## src/rtl/vga_timing_gen_pkg.sv

```systemverilog
// Shared raster timing definitions: VGA_Timing marker struct, default 640x480@60 mode
// and total-length helpers used by the timing generator and video controller.
package vga_timing_gen_pkg;

    localparam int unsigned H_W = 11;
    localparam int unsigned V_W = 10;

    localparam int unsigned DEF_H_ACTIVE = 640;
    localparam int unsigned DEF_H_FP     = 16;
    localparam int unsigned DEF_H_SYNC   = 96;
    localparam int unsigned DEF_H_BP     = 48;
    localparam int unsigned DEF_V_ACTIVE = 480;
    localparam int unsigned DEF_V_FP     = 10;
    localparam int unsigned DEF_V_SYNC   = 2;
    localparam int unsigned DEF_V_BP     = 33;

    typedef struct packed {
        logic valid;
        logic blank_n;
        logic hsync_n;
        logic vsync_n;
        logic end_of_line;
        logic end_of_frame;
    } VGA_Timing;

    localparam VGA_Timing TIMING_IDLE = '{
        valid:        1'b0,
        blank_n:      1'b0,
        hsync_n:      1'b1,
        vsync_n:      1'b1,
        end_of_line:  1'b0,
        end_of_frame: 1'b0
    };

    function automatic int unsigned axis_total(
        input int unsigned active,
        input int unsigned fp,
        input int unsigned sync,
        input int unsigned bp
    );
        return active + fp + sync + bp;
    endfunction

    function automatic int unsigned h_total(
        input int unsigned active,
        input int unsigned fp,
        input int unsigned sync,
        input int unsigned bp
    );
        return axis_total(active, fp, sync, bp);
    endfunction

    function automatic int unsigned v_total(
        input int unsigned active,
        input int unsigned fp,
        input int unsigned sync,
        input int unsigned bp
    );
        return axis_total(active, fp, sync, bp);
    endfunction

endpackage

```

## src/rtl/vga_timing_gen_if.sv

```systemverilog
// Raster timing bundle: per-pixel markers plus the coordinates of that pixel.
interface vga_timing_gen_if;
    import vga_timing_gen_pkg::*;

    VGA_Timing        timing_o;
    logic [H_W-1:0]   x_o;
    logic [V_W-1:0]   y_o;

    modport master (output timing_o, output x_o, output y_o);
    modport slave  (input  timing_o, input  x_o, input  y_o);

endinterface

```

## src/rtl/vga_timing_gen_axis_counter.sv

```systemverilog
// One raster axis: wrap counter over active+porches+sync with region decodes
// taken from the current (pre-increment) count.
module video_axis_counter
    import vga_timing_gen_pkg::*;
#(
    parameter int unsigned W      = 11,
    parameter int unsigned ACTIVE = DEF_H_ACTIVE,
    parameter int unsigned FP     = DEF_H_FP,
    parameter int unsigned SYNC   = DEF_H_SYNC,
    parameter int unsigned BP     = DEF_H_BP
) (
    input  logic         clk_i,
    input  logic         rst_i,
    input  logic         clr,
    input  logic         inc,
    output logic [W-1:0] count,
    output logic         wrap,
    output logic         active,
    output logic         sync_active
);

    localparam int unsigned  TOTAL   = axis_total(ACTIVE, FP, SYNC, BP);
    localparam logic [W-1:0] LAST    = W'(TOTAL - 1);
    localparam int unsigned  SYNC_LO = ACTIVE + FP;
    localparam int unsigned  SYNC_HI = ACTIVE + FP + SYNC;

    logic [31:0] count_u;

    assign count_u     = 32'(count);
    assign wrap        = (count == LAST);
    assign active      = (count_u < ACTIVE);
    assign sync_active = (count_u >= SYNC_LO) && (count_u < SYNC_HI);

    always_ff @(posedge clk_i or posedge rst_i) begin
        if (rst_i) begin
            count <= '0;
        end else if (clr) begin
            count <= '0;
        end else if (inc) begin
            count <= wrap ? '0 : count + 1'b1;
        end
    end

endmodule

```

## src/rtl/vga_timing_gen.sv

```systemverilog
// Free-running raster timing generator: pixel-strobe divider, horizontal/vertical
// axis counters and a registered marker/coordinate stage.
module vga_timing_gen
    import vga_timing_gen_pkg::*;
#(
    parameter int unsigned CLK_DIV  = 1,
    parameter int unsigned H_ACTIVE = DEF_H_ACTIVE,
    parameter int unsigned H_FP     = DEF_H_FP,
    parameter int unsigned H_SYNC   = DEF_H_SYNC,
    parameter int unsigned H_BP     = DEF_H_BP,
    parameter int unsigned V_ACTIVE = DEF_V_ACTIVE,
    parameter int unsigned V_FP     = DEF_V_FP,
    parameter int unsigned V_SYNC   = DEF_V_SYNC,
    parameter int unsigned V_BP     = DEF_V_BP
) (
    input  logic             clk_i,
    input  logic             rst_i,
    input  logic             en_i,
    vga_timing_gen_if.master vid
);

    localparam int unsigned      DIV_W    = (CLK_DIV > 1) ? $clog2(CLK_DIV) : 1;
    localparam logic [DIV_W-1:0] DIV_LAST = DIV_W'(CLK_DIV - 1);

    logic [DIV_W-1:0] div;
    logic             tick;

    logic [H_W-1:0]   h;
    logic             h_wrap;
    logic             h_act;
    logic             h_sync;
    logic [V_W-1:0]   v;
    logic             v_wrap;
    logic             v_act;
    logic             v_sync;
    logic             v_inc;

    VGA_Timing        timing_q;
    logic [H_W-1:0]   x_q;
    logic [V_W-1:0]   y_q;

    // With CLK_DIV == 1 the divider is pinned at 0 == DIV_LAST, so tick follows en_i.
    assign tick  = en_i && (div == DIV_LAST);
    assign v_inc = tick && h_wrap;

    always_ff @(posedge clk_i or posedge rst_i) begin
        if (rst_i) begin
            div <= '0;
        end else if (!en_i || tick) begin
            div <= '0;
        end else begin
            div <= div + 1'b1;
        end
    end

    video_axis_counter #(
        .W      (H_W),
        .ACTIVE (H_ACTIVE),
        .FP     (H_FP),
        .SYNC   (H_SYNC),
        .BP     (H_BP)
    ) u_h_axis (
        .clk_i       (clk_i),
        .rst_i       (rst_i),
        .clr         (!en_i),
        .inc         (tick),
        .count       (h),
        .wrap        (h_wrap),
        .active      (h_act),
        .sync_active (h_sync)
    );

    video_axis_counter #(
        .W      (V_W),
        .ACTIVE (V_ACTIVE),
        .FP     (V_FP),
        .SYNC   (V_SYNC),
        .BP     (V_BP)
    ) u_v_axis (
        .clk_i       (clk_i),
        .rst_i       (rst_i),
        .clr         (!en_i),
        .inc         (v_inc),
        .count       (v),
        .wrap        (v_wrap),
        .active      (v_act),
        .sync_active (v_sync)
    );

    // Strobed markers are recomputed every clock so they stay one clock wide;
    // syncs and coordinates only move on tick so they stay aligned with x/y.
    always_ff @(posedge clk_i or posedge rst_i) begin
        if (rst_i) begin
            timing_q <= TIMING_IDLE;
            x_q      <= '0;
            y_q      <= '0;
        end else if (!en_i) begin
            timing_q <= TIMING_IDLE;
            x_q      <= '0;
            y_q      <= '0;
        end else begin
            timing_q.valid        <= tick;
            timing_q.blank_n      <= tick && h_act && v_act;
            timing_q.end_of_line  <= tick && h_wrap;
            timing_q.end_of_frame <= tick && h_wrap && v_wrap;
            if (tick) begin
                timing_q.hsync_n <= !h_sync;
                timing_q.vsync_n <= !v_sync;
                x_q              <= h;
                y_q              <= v;
            end
        end
    end

    assign vid.timing_o = timing_q;
    assign vid.x_o      = x_q;
    assign vid.y_o      = y_q;

endmodule

```

## src/flat_wrapper.sv

```systemverilog
// flat-port wrapper written by rule: the top's interface ports become plain ports
module vga_timing_gen_flat import vga_timing_gen_pkg::*;
#(
    parameter int unsigned CLK_DIV  = 1,
    parameter int unsigned H_ACTIVE = DEF_H_ACTIVE,
    parameter int unsigned H_FP     = DEF_H_FP,
    parameter int unsigned H_SYNC   = DEF_H_SYNC,
    parameter int unsigned H_BP     = DEF_H_BP,
    parameter int unsigned V_ACTIVE = DEF_V_ACTIVE,
    parameter int unsigned V_FP     = DEF_V_FP,
    parameter int unsigned V_SYNC   = DEF_V_SYNC,
    parameter int unsigned V_BP     = DEF_V_BP
)
  (clk_i, rst_i, en_i, vid_timing_o, vid_x_o, vid_y_o);
  vga_timing_gen_if vid_i ();
  input  logic clk_i;
  input  logic rst_i;
  input  logic en_i;
  output wire logic [$bits(vid_i.timing_o)-1:0] vid_timing_o;
  output wire logic [$bits(vid_i.x_o)-1:0] vid_x_o;
  output wire logic [$bits(vid_i.y_o)-1:0] vid_y_o;
  assign vid_timing_o = vid_i.timing_o;
  assign vid_x_o = vid_i.x_o;
  assign vid_y_o = vid_i.y_o;
  vga_timing_gen #(.CLK_DIV(CLK_DIV), .H_ACTIVE(H_ACTIVE), .H_FP(H_FP), .H_SYNC(H_SYNC), .H_BP(H_BP), .V_ACTIVE(V_ACTIVE), .V_FP(V_FP), .V_SYNC(V_SYNC), .V_BP(V_BP)) u_core (.clk_i(clk_i), .rst_i(rst_i), .en_i(en_i), .vid(vid_i));
endmodule
```

## config.mk

```make
export PLATFORM = sky130hd
export DESIGN_NAME = vga_timing_gen_flat
export DESIGN_NICKNAME = d
export VERILOG_FILES = /design/src/rtl/vga_timing_gen_pkg.sv /design/src/rtl/vga_timing_gen_if.sv /design/src/rtl/vga_timing_gen_axis_counter.sv /design/src/rtl/vga_timing_gen.sv /design/src/flat_wrapper.sv
export SDC_FILE = /design/constraint.sdc
export NUM_CORES = 1
export LEC_CHECK = 0
export ABC_AREA = 1
export CORE_MARGIN = 4
export CORE_UTILIZATION = 51
export DETAILED_ROUTE_END_ITERATION = 12
export PLACE_DENSITY = 0.84
export SETUP_SLACK_MARGIN = 0.1
export SYNTH_ARGS = -nofsm -noshare
export SYNTH_HDL_FRONTEND = slang
export SYNTH_HIERARCHICAL = 1
export SYNTH_SLANG_ARGS = --single-unit
```

## constraint.sdc

```tcl
create_clock -name clk_i -period 1.8 [get_ports clk_i]
set_input_delay 0.36 -clock clk_i [delete_from_list [all_inputs] [get_ports clk_i]]
set_output_delay 0.36 -clock clk_i [all_outputs]
set_load 0.01 [all_outputs]
```

==> impl_metrics.env, run 1 <==
export IMPL_synth_edf_count=0
export IMPL_clk_insertion_delay_late_ns=0.31
export IMPL_root_buffer="clkbuf_8"
export IMPL_yosysTopAreaCellShare_pct=44.1
export IMPL_synth_fp_nets=318
export IMPL_holdCritPathClass="input pin to asynchronous set/reset pin"
export IMPL_maxCapViolations=0
export IMPL_cts_tree="built"
export IMPL_cp_slowest_cell="dfrtp_1"
export IMPL_arrival_ns=1.86
export IMPL_critical_path_peak_fanout=7
export IMPL_drive_gt1_share_pct=22.0
export IMPL_core_area_um2=5070
export IMPL_status="finished, final reports clean"
export IMPL_timing_hold_ws_ns=0.397
export IMPL_route_detailed_drc=0
export IMPL_grt_max_degree=48
export IMPL_critPathMaxStageDelay_ns=0.41
export IMPL_fp_dieH_um=80.3
export IMPL_path_class="register to register"
export IMPL_grt_pass1_wl_um=10100
export IMPL_vdd_drop_max_uv=300
export IMPL_cp_end_kind="register"
export IMPL_powerDensity_nw_per_um2=595
export IMPL_finalCritPeriodShare_pct=91.8
export IMPL_via_count=2313
export IMPL_synth_area_leader_cell="dfrtp_1"
export IMPL_cts_clk_slew_worst_paths_ns=0.09
export IMPL_grt_usage_pct=20.1
export IMPL_drt_vias_per_instance=5.33
export IMPL_path_cells="ha_4, nand3_4, nor2_4, nand2_2, inv_2, nand3_4, inv_4, inv_4, nand2_8, nand3_4, nor2_4, nand2_1, nand2_1, nor2_1"
export IMPL_clockBufferDepth=2
export IMPL_cp_common_cell="nand3_4"
export IMPL_syn_to_final_growth_pct=21.4
export IMPL_fp_row_count=26
export IMPL_critPathRequiredTime_ns=2.01
export IMPL_hold_viol_final=0
export IMPL_ys_types=32
export IMPL_die_area_um2=6450
export IMPL_syn_inst=312
export IMPL_cts_hold_buf=0
export IMPL_rsz0062_at_grt="true"
export IMPL_grt_pass1_vias=2165
export IMPL_yosysSeqAreaShare_pct=46.1
export IMPL_clock_skew_ns=0.00844
export IMPL_fin_crit_ns=1.65
export IMPL_n_antenna_cell=0
export IMPL_die_width_um=80.3
export IMPL_avgSynthCellArea_um2=8.55
export IMPL_nFillCells=425
export IMPL_dp_cells=414
export IMPL_firstDrtPassIters=5
export IMPL_ant_nets=0
export IMPL_drt_total_wl_um=6060
export IMPL_synth_area_leaders="dfrtp_1 (44%), nand2_1 (9.9%), nand3_1 (8.4%), nand3_2 (4.9%), inv_1 (4.1%)"
export IMPL_place_congestion=1.01
export IMPL_dp_slack_ns=-0.0474
export IMPL_hpwl_um=4220
export IMPL_cp_start_kind="register"
export IMPL_final_nets=369
export IMPL_finalSetupViolations=0
export IMPL_synth_seq_cells=49
export IMPL_port_buffers=29
export IMPL_antenna_found_initial=0
export IMPL_maxSlewViolCount=0
export IMPL_drt_iter0_markers=253
export IMPL_fin_ws_ns=0.148
export IMPL_routedWlPerCell_um=14.0
export IMPL_synth_common_cells="nand2_1 (70), dfrtp_1 (47), nand3_1 (45)"
export IMPL_h_tree_depth=2
export IMPL_yosysMostFrequentCell="nand2_1"
export IMPL_gr_total_overflow=0
export IMPL_syn_area_um2=2670
export IMPL_layout_cells_non_filler=434
export IMPL_io_pins=30
export IMPL_ys_async_sr_fraction_pct=100
export IMPL_cellLeakagePower_nw=1.56
export IMPL_ys_warn_count=6
export IMPL_initial_core_util_pct=52.5
export IMPL_crit_family="simple AND/OR/NAND/NOR gates"
export IMPL_setup_worst_path_start="u_core/u_h_axis/count[1]"
export IMPL_synthFlopType="dfrtp_1"
export IMPL_fmax_ghz=0.605
export IMPL_cts_buffers_inserted=5
export IMPL_cts_sinks=49
export IMPL_r2r_start="u_core/u_h_axis/count[1]"
export IMPL_path_buf_inv=3
layout make-up:
cell class | count | area [um^2] | area share [%]
Tap cell | 70 | 87.6 | 2.70
Multi-Input combinational cell | 216 | 1210 | 37.4
Clock inverter | 1 | 7.51 | 0.232
Timing Repair Buffer | 55 | 478 | 14.8
Sequential cell | 49 | 1230 | 37.9
Clock buffer | 7 | 76.3 | 2.36
Inverter | 36 | 148 | 4.56
state kept, by name (all words and copies together) (netlist names):
signal,flops
u_core/u_h_axis/count,11
u_core/u_v_axis/count,10
u_core/vid.y_o,10
u_core/vid.x_o,11
u_core/div,1
u_core/vid.timing_o,6
where the power goes:
group,internal [W],switching (W)
logic,0.0000514,0.000113
registers,0.00111,0.0000130
clock network,0.000275,0.000358
total,0.00144,0.000484
metal layers:
layer	vias up	routed length [um]	track usage (%)
met3	14	407	3.92
li1	1112	-	-
met4	0	112	7.26
met1	1087	2810	29.0
met2	100	2730	29.9
met5	-	0	0
worst paths after layout:
path | endpoint | slack [ns] | depth (start not counted)
worst max-delay path | u_core/u_v_axis/count[9] | 0.15 | 14
worst min-delay path | u_core/u_v_axis/count[7] | 0.40 | 2
worst max register to register | u_core/u_v_axis/count[9] | 0.15 | 14
worst min register to register | u_core/vid.timing_o[2] | 0.49 | 2
max in group asynchronous | u_core/u_h_axis/count[4] | 1.06 | 2
min in group clk_i | u_core/vid.timing_o[4] | 0.41 | 3
per-stage QoR:
stage | instance area, um^2 | total power, W | util (%) | TNS [ns]
finish | 3240 | 0.00193 | 63.8 | 0
global route | 3240 | 0.00201 | 63.8 | 0
CTS | 3170 | 0.00192 | 62.5 | 0
detailed placement | 3020 | 0.00130 | 59.5 | -0.0474
global placement | 3020 | 0.00129 | 59.5 | 0
floorplan | 2670 | 0.00127 | - | 0
repair_timing:
item / in CTS / in global routing
buffers inserted: 5 / 7
setup endpoints to repair: 6 / 10
pin swaps: 3 / 6
resized for setup: 7 / 4
cell families after synthesis:
| group | count (synthesis) | synth area share [%] |
|---|---|---|
| other | 1 | 0.141 |
| buffers and inverters | 47 | 10.3 |
| AND/OR/NAND/NOR | 191 | 36.9 |
| XOR/XNOR | 6 | 1.97 |
| flip-flops | 49 | 46.1 |
| adder cells (fa/ha/maj) | 3 | 1.41 |
| AO/OA/AOI/OAI | 15 | 3.24 |
cell usage in the layout (no fill, tap or decap), drive strengths merged:
| master | synthesis | routed |
|---|---|---|
| ha | 3 | 3 |
| nand3b | 2 | 2 |
| xnor2 | 1 | 1 |
| inv | 36 | 36 |
| clkbuf | 1 | 7 |
| nand4 | 11 | 11 |
| dfrtp | 47 | 47 |
| clkinvlp | 0 | 1 |
| conb | 1 | 1 |
| or2 | 1 | 1 |
| xor2 | 5 | 5 |
| a21boi | 1 | 1 |
| nor3 | 4 | 4 |
| clkdlybuf4s50 | 0 | 26 |
| nor2 | 34 | 34 |
| buf | 10 | 27 |
| a21oi | 4 | 4 |
| a211oi | 2 | 2 |
| nor4 | 1 | 1 |
| dlygate4sd2 | 0 | 2 |
| nand2 | 79 | 79 |
| nand3 | 59 | 59 |
| o21ai | 8 | 8 |
| dfstp | 2 | 2 |
No activity file was read; power rests on OpenSTA's default activity.
==> inputs of run 2 (changes only) <==
Settings changed: CTS_BUF_LIST set to sky130_fd_sc_hd__clkbuf_16, CTS_CLUSTER_DIAMETER set to 50.
==> run 2 against run 1 <==
Die area did not move. Worst setup slack got worse by 0.057 ns. Hold slack improved by 0.026 ns. Total power rose by 13%. Clock-buffer cell count fell by 2. Sequential cell count did not move. Global-route usage rose by 0.45 points. Sequential share of layout area fell by 0.65 points. First-iteration DRC count fell by 14%. Clock power rose by 39%. Wire length rose by 3.8%. Final cell count did not move.
==> impl_metrics.env, run 2 (same netlist as run 1, synthesis figures left out) <==
export IMPL_critical_path_peak_fanout=7
export IMPL_drt_vias_per_instance=5.37
export IMPL_n_antenna_cell=0
export IMPL_route_detailed_drc=0
export IMPL_power_w=0.00217
export IMPL_drt_total_wl_um=6290
export IMPL_die_area_um2=6450
export IMPL_cts_tree="built"
export IMPL_h_tree_depth=2
export IMPL_fin_util_pct=64.9
export IMPL_place_congestion=1.01
export IMPL_maxCapViolations=0
export IMPL_fin_crit_ns=1.71
export IMPL_timing_hold_ws_ns=0.423
export IMPL_maxSlewViolCount=0
export IMPL_finalSetupViolations=0
export IMPL_initial_core_util_pct=52.5
export IMPL_critPathRequiredTime_ns=1.97
export IMPL_cp_common_cell="nand3_4"
export IMPL_grt_pass1_wl_um=10200
export IMPL_cp_start_kind="register"
export IMPL_cts_sinks=49
export IMPL_die_width_um=80.3
export IMPL_rrSetupSlack_ns=0.09
export IMPL_via_count=2329
export IMPL_fp_row_count=26
export IMPL_hpwl_um=4220
export IMPL_status="finished, final reports clean"
export IMPL_grt_pass1_vias=2151
export IMPL_ant_nets=0
export IMPL_grt_usage_pct=20.5
export IMPL_r2r_start="u_core/u_h_axis/count[1]"
export IMPL_cts_clk_slew_worst_paths_ns=0.06
export IMPL_powerDensity_nw_per_um2=660
export IMPL_rsz0062_at_grt="true"
export IMPL_fin_ws_ns=0.0911
export IMPL_nFillCells=414
export IMPL_cp_slowest_cell="dfrtp_1"
export IMPL_clockBufferDepth=2
export IMPL_io_pins=30
export IMPL_core_area_um2=5070
export IMPL_hold_viol_final=0
export IMPL_finalCritPeriodShare_pct=94.9
export IMPL_fmax_ghz=0.585
export IMPL_crit_family="simple AND/OR/NAND/NOR gates"
export IMPL_firstDrtPassIters=5
export IMPL_routedWlPerCell_um=14.5
export IMPL_layout_cells_non_filler=434
export IMPL_cp_end_kind="register"
export IMPL_arrival_ns=1.88
export IMPL_dp_slack_ns=-0.0474
export IMPL_layout_common_cells="nand2_1 (70), dfrtp_1 (47), nand3_1 (45)"
export IMPL_layout_commonest_cell="nand2_1"
export IMPL_antenna_found_initial=0
export IMPL_gr_total_overflow=0
export IMPL_holdCritPathClass="input pin to asynchronous set/reset pin"
export IMPL_path_cells="ha_4, nand3_4, nor2_4, nand2_2, inv_2, nand3_4, inv_4, inv_4, nand2_8, nand3_4, nor2_4, nand2_1, nand2_1, nor2_1"
export IMPL_drive_gt1_share_pct=22.0
export IMPL_cellLeakagePower_nw=1.60
export IMPL_r2r_end="u_core/u_v_axis/count[9]"
export IMPL_path_class="register to register"
export IMPL_syn_to_final_growth_pct=23.6
export IMPL_fp_dieH_um=80.3
export IMPL_clk_insertion_delay_late_ns=0.28
export IMPL_drt_iter0_markers=218
export IMPL_vdd_drop_max_uv=347
export IMPL_critPathMaxStageDelay_ns=0.40
export IMPL_root_buffer="clkbuf_16"
export IMPL_path_buf_inv=3
export IMPL_dp_cells=414
export IMPL_reg2reg_depth=14
export IMPL_port_buffers=29
export IMPL_cts_buffers_inserted=5
export IMPL_clock_skew_ns=0.00412
export IMPL_final_nets=369
export IMPL_grt_max_degree=48
[run 2: worst max path at each step]
stage / from / endpoint / slack [ns] / depth (start not counted)
3_5_place_dp: u_core/u_h_axis/count[0] / u_core/u_v_axis/count[9] / -0.05 / 14
3_3_place_gp: u_core/u_h_axis/count[1] / u_core/u_v_axis/count[9] / 0.10 / 14
4_1_cts: u_core/u_h_axis/count[0] / u_core/u_v_axis/count[9] / 0.1 / 14
6_report: u_core/u_h_axis/count[1] / u_core/u_v_axis/count[9] / 0.09 / 14
5_1_grt: u_core/u_h_axis/count[1] / u_core/u_v_axis/count[9] / -0.01 / 14
2_1_floorplan: u_core/u_h_axis/count[1] / u_core/u_v_axis/count[9] / 0.08 / 14
[run 2: timing repair]
action	in CTS	in global routing
endpoints found under the setup margin	7	10
buffers inserted	4	8
hold buffers	0	0
resized for setup	8	4
pin swaps	4	6
[run 2: cell type report]
class | count | area [um^2] | area share [%]
inverters | 36 | 148 | 4.48
flip-flops and latches | 49 | 1230 | 37.3
well taps | 70 | 87.6 | 2.66
clock inverters | 3 | 15.0 | 0.456
multi-input cells | 216 | 1210 | 36.8
clock buffers | 5 | 125 | 3.80
repair buffers | 55 | 478 | 14.5
[run 2: stage by stage]
stage / TNS [ns] / instance area [um^2]
2_1_floorplan: 0 / 2670
3_3_place_gp: 0 / 3020
3_5_place_dp: -0.0474 / 3020
4_1_cts: 0 / 3220
5_1_grt: -0.0106 / 3290
6_report: 0 / 3290
[run 2: metal layers]
layer  GRT usage, %  share of wire [%]  vias up
li1               -                  -     1114
met2           31.5                 46       99
met5              0                  0        -
met4           6.25                1.6        0
met3           4.26                5.8        9
met1           29.2                 46     1107
[run 2: power by group]
group / switching (W) / leakage (nW) / internal, W
sequential: 0.0000135 / 0.672 / 0.00112
clock: 0.000379 / 0.0724 / 0.000505
combinational: 0.000112 / 0.855 / 0.0000476
==> inputs of run 3 (changes only) <==
Settings changed: CORE_UTILIZATION 51 to 50, PLACE_DENSITY 0.84 to 0.83, SYNTH_HIERARCHICAL 1 to unset.
==> run 3 against run 2 <==
Worst setup slack better by 0.13 ns. Final cell count is 1.6% lower. Clock-buffer cell count stayed put. Non-clock buffer count is 20 lower. Sequential share of layout area is 2.7 points higher. Clock power is 15% higher. Sequential cell count stayed put. Total power is 3.6% higher. Critical endpoint is now u_core.u_v_axis.count[7].
==> impl_metrics.env, run 3 <==
export IMPL_synth_common_cells="nand2_1 (101), dfrtp_1 (47), nand3_1 (33)"
export IMPL_arrival_ns=1.76
export IMPL_synthFlopType="dfrtp_1"
export IMPL_ys_warn_count=0
export IMPL_setup_tns_ns=0
export IMPL_cts_hold_buf=0
export IMPL_ys_types=34
export IMPL_cp_start_kind="register"
export IMPL_critPathMaxStageDelay_ns=0.44
export IMPL_fmax_ghz=0.632
export IMPL_routedWlPerCell_um=13.9
export IMPL_nFillCells=446
export IMPL_layout_common_cells="nand2_1 (101), dfrtp_1 (46), nand3_1 (33)"
export IMPL_path_buf_inv=1
export IMPL_port_buffers=29
export IMPL_regArea_um2=1230
export IMPL_hpwl_um=4300
export IMPL_rrSetupSlack_ns=0.22
export IMPL_cp_end_kind="register"
export IMPL_h_tree_depth=2
export IMPL_yosysSeqAreaShare_pct=48.1
export IMPL_syn_inst=329
export IMPL_grt_max_degree=50
export IMPL_maxSlewViolCount=0
export IMPL_synth_area_leader_cell="dfrtp_1"
export IMPL_grt_pass1_vias=2168
export IMPL_critPathRequiredTime_ns=1.98
export IMPL_p_sw_share_pct=20.5
export IMPL_drt_vias_per_instance=5.28
export IMPL_place_congestion=0.938
export IMPL_synth_seq_cells=49
export IMPL_synth_edf_count=0
export IMPL_clock_skew_ns=0.00212
export IMPL_synth_fp_nets=335
export IMPL_layout_commonest_cell="nand2_1"
export IMPL_p_seq_share_pct=49.8
export IMPL_reg2reg_depth=9
export IMPL_drive_gt1_share_pct=10.0
export IMPL_syn_area_um2=2560
export IMPL_path_cells="ha_1, nand2_2, clkinv_2, nand2_2, nor2_4, nand3_4, nand2_1, nand2_1, nand2_1"
export IMPL_yosysMostFrequentCell="nand2_1"
export IMPL_clockBufferDepth=2
export IMPL_initial_core_util_pct=52.7
export IMPL_grt_usage_pct=20.7
export IMPL_die_area_um2=6320
export IMPL_multi_input_area_um2=1120
export IMPL_synth_area_leaders="dfrtp_1 (46%), nand2_1 (15%), nand3_1 (6.5%), nor2_1 (4.6%), inv_1 (4.1%)"
export IMPL_drt_iter0_markers=141
export IMPL_p_clk_share_pct=45.5
export IMPL_cts_tree="built"
export IMPL_syn_to_final_growth_pct=20.2
export IMPL_finalSetupViolations=0
export IMPL_r2r_start="u_core.u_h_axis.count[0]"
export IMPL_crit_family="simple AND/OR/NAND/NOR gates"
export IMPL_hold_viol_final=0
export IMPL_die_width_um=79.5
export IMPL_fp_dieH_um=79.5
export IMPL_drt_total_wl_um=5950
export IMPL_cts_sinks=49
export IMPL_avgSynthCellArea_um2=7.77
export IMPL_finalCritPeriodShare_pct=87.9
export IMPL_via_count=2253
export IMPL_path_class="register to register"
export IMPL_ys_async_sr_fraction_pct=100
export IMPL_power_frac_comb_pct=4.7
export IMPL_cellLeakagePower_nw=1.37
export IMPL_ant_nets=0
export IMPL_clk_insertion_delay_late_ns=0.29
export IMPL_route_detailed_drc=0
export IMPL_yosysTopAreaCellShare_pct=46.0
export IMPL_io_pins=30
export IMPL_fp_row_count=25
export IMPL_status="finished, final reports clean"
export IMPL_final_nets=366
export IMPL_core_area_um2=4850
export IMPL_cp_slowest_cell="dfrtp_2"
export IMPL_critical_path_peak_fanout=14
export IMPL_internal_power_w=0.00179
export IMPL_powerDensity_nw_per_um2=732
export IMPL_cts_clk_slew_worst_paths_ns=0.06
export IMPL_firstDrtPassIters=6
export IMPL_vdd_drop_max_uv=428
export IMPL_p_sw_w=0.000461
export IMPL_n_antenna_cell=0
export IMPL_post_cts_setup_buffers=0
export IMPL_cp_common_cell="nand2_1"
export IMPL_fin_crit_ns=1.58
export IMPL_antenna_found_initial=0
export IMPL_holdCritPathClass="input pin to asynchronous set/reset pin"
export IMPL_r2r_end="u_core.u_v_axis.count[7]"
export IMPL_rsz0062_at_grt="false"
export IMPL_maxCapViolations=0
export IMPL_root_buffer="clkbuf_16"
export IMPL_cts_buffers_inserted=5
export IMPL_gr_total_overflow=0
export IMPL_grt_pass1_wl_um=10200
export IMPL_timing_hold_ws_ns=0.436
-- run 3: routing by layer --
metal	track usage, %	vias up	wire length (um)
li1	-	1103	-
met1	28.7	1057	2730
met2	32.7	85	2740
met3	3.84	8	393
met4	6.87	0	87
met5	0	-	0
-- run 3: through the flow --
step                instances  util (%)  setup slack [ns]  power (W)  area (um^2)
floorplan                 329         -             0.270    0.00120         2560
global placement          420      60.1             0.111    0.00124         2910
detailed placement        420      60.1            0.0155    0.00125         2910
CTS                       427      63.4             0.214    0.00227         3070
global route              427      63.4             0.111    0.00233         3070
finish                    427      63.4             0.218    0.00225         3070
-- run 3: cell type report --
class                      count  share of cell area [%]
sequential                    49                    40.0
clock buffer                   5                    4.07
multi-input combinational    235                    36.6
tap                           67                    2.73
timing repair buffer          35                    11.2
clock inverter                 2                    1.14
inverter                      34                    4.19
-- run 3: worst max-delay path by stage --
stage                              from                       end  slack (ns)  cells past startpoint
2_1_floorplan                     rst_i                u_core.div        0.27                      1
3_3_place_gp                       en_i  u_core.u_h_axis.count[9]        0.11                      7
3_5_place_dp                       en_i  u_core.u_h_axis.count[1]        0.02                      7
4_1_cts               u_core.vid.x_o[0]                vid_x_o[0]        0.21                      1
5_1_grt        u_core.u_h_axis.count[0]  u_core.u_h_axis.count[6]        0.11                      8
6_report       u_core.u_h_axis.count[0]  u_core.u_v_axis.count[7]        0.22                      9
-- run 3: power by group through the flow --
stage | registers [W] | logic (W) | clock network (W)
2_1_floorplan | 0.00114 | 0.0000631 | 0
3_3_place_gp | 0.00114 | 0.000103 | 0
3_5_place_dp | 0.00114 | 0.000106 | 0
4_1_cts | 0.00112 | 0.000106 | 0.00104
5_1_grt | 0.00112 | 0.000118 | 0.00109
6_report | 0.00112 | 0.000105 | 0.00102
-- run 3: what timing repair did --
item / in CTS / in global routing
setup endpoints to repair: 2 / 6
resized for setup: 2 / 2
cloned: 0 / 0
-- run 3: logic make-up after synthesis --
group	Yosys count	share of synthesized area, %
AOI/OAI and AO/OA	39	8.17
xor gates and xnor gates	3	1.03
adders and majority gates	3	1.47
buffers and inverters	45	7.93
DFF	49	48.1
other	1	0.147
and+or+nand+nor	189	33.2
-- run 3: worst reg2reg max path, stage by stage (launching register included) --
cell and delay (ns):
dfrtp_2 0.44, ha_1 0.25, nand2_2 0.12, clkinv_2 0.07, nand2_2 0.09, nor2_4 0.05
nand3_4 0.15, nand2_1 0.14, nand2_1 0.10, nand2_1 0.05
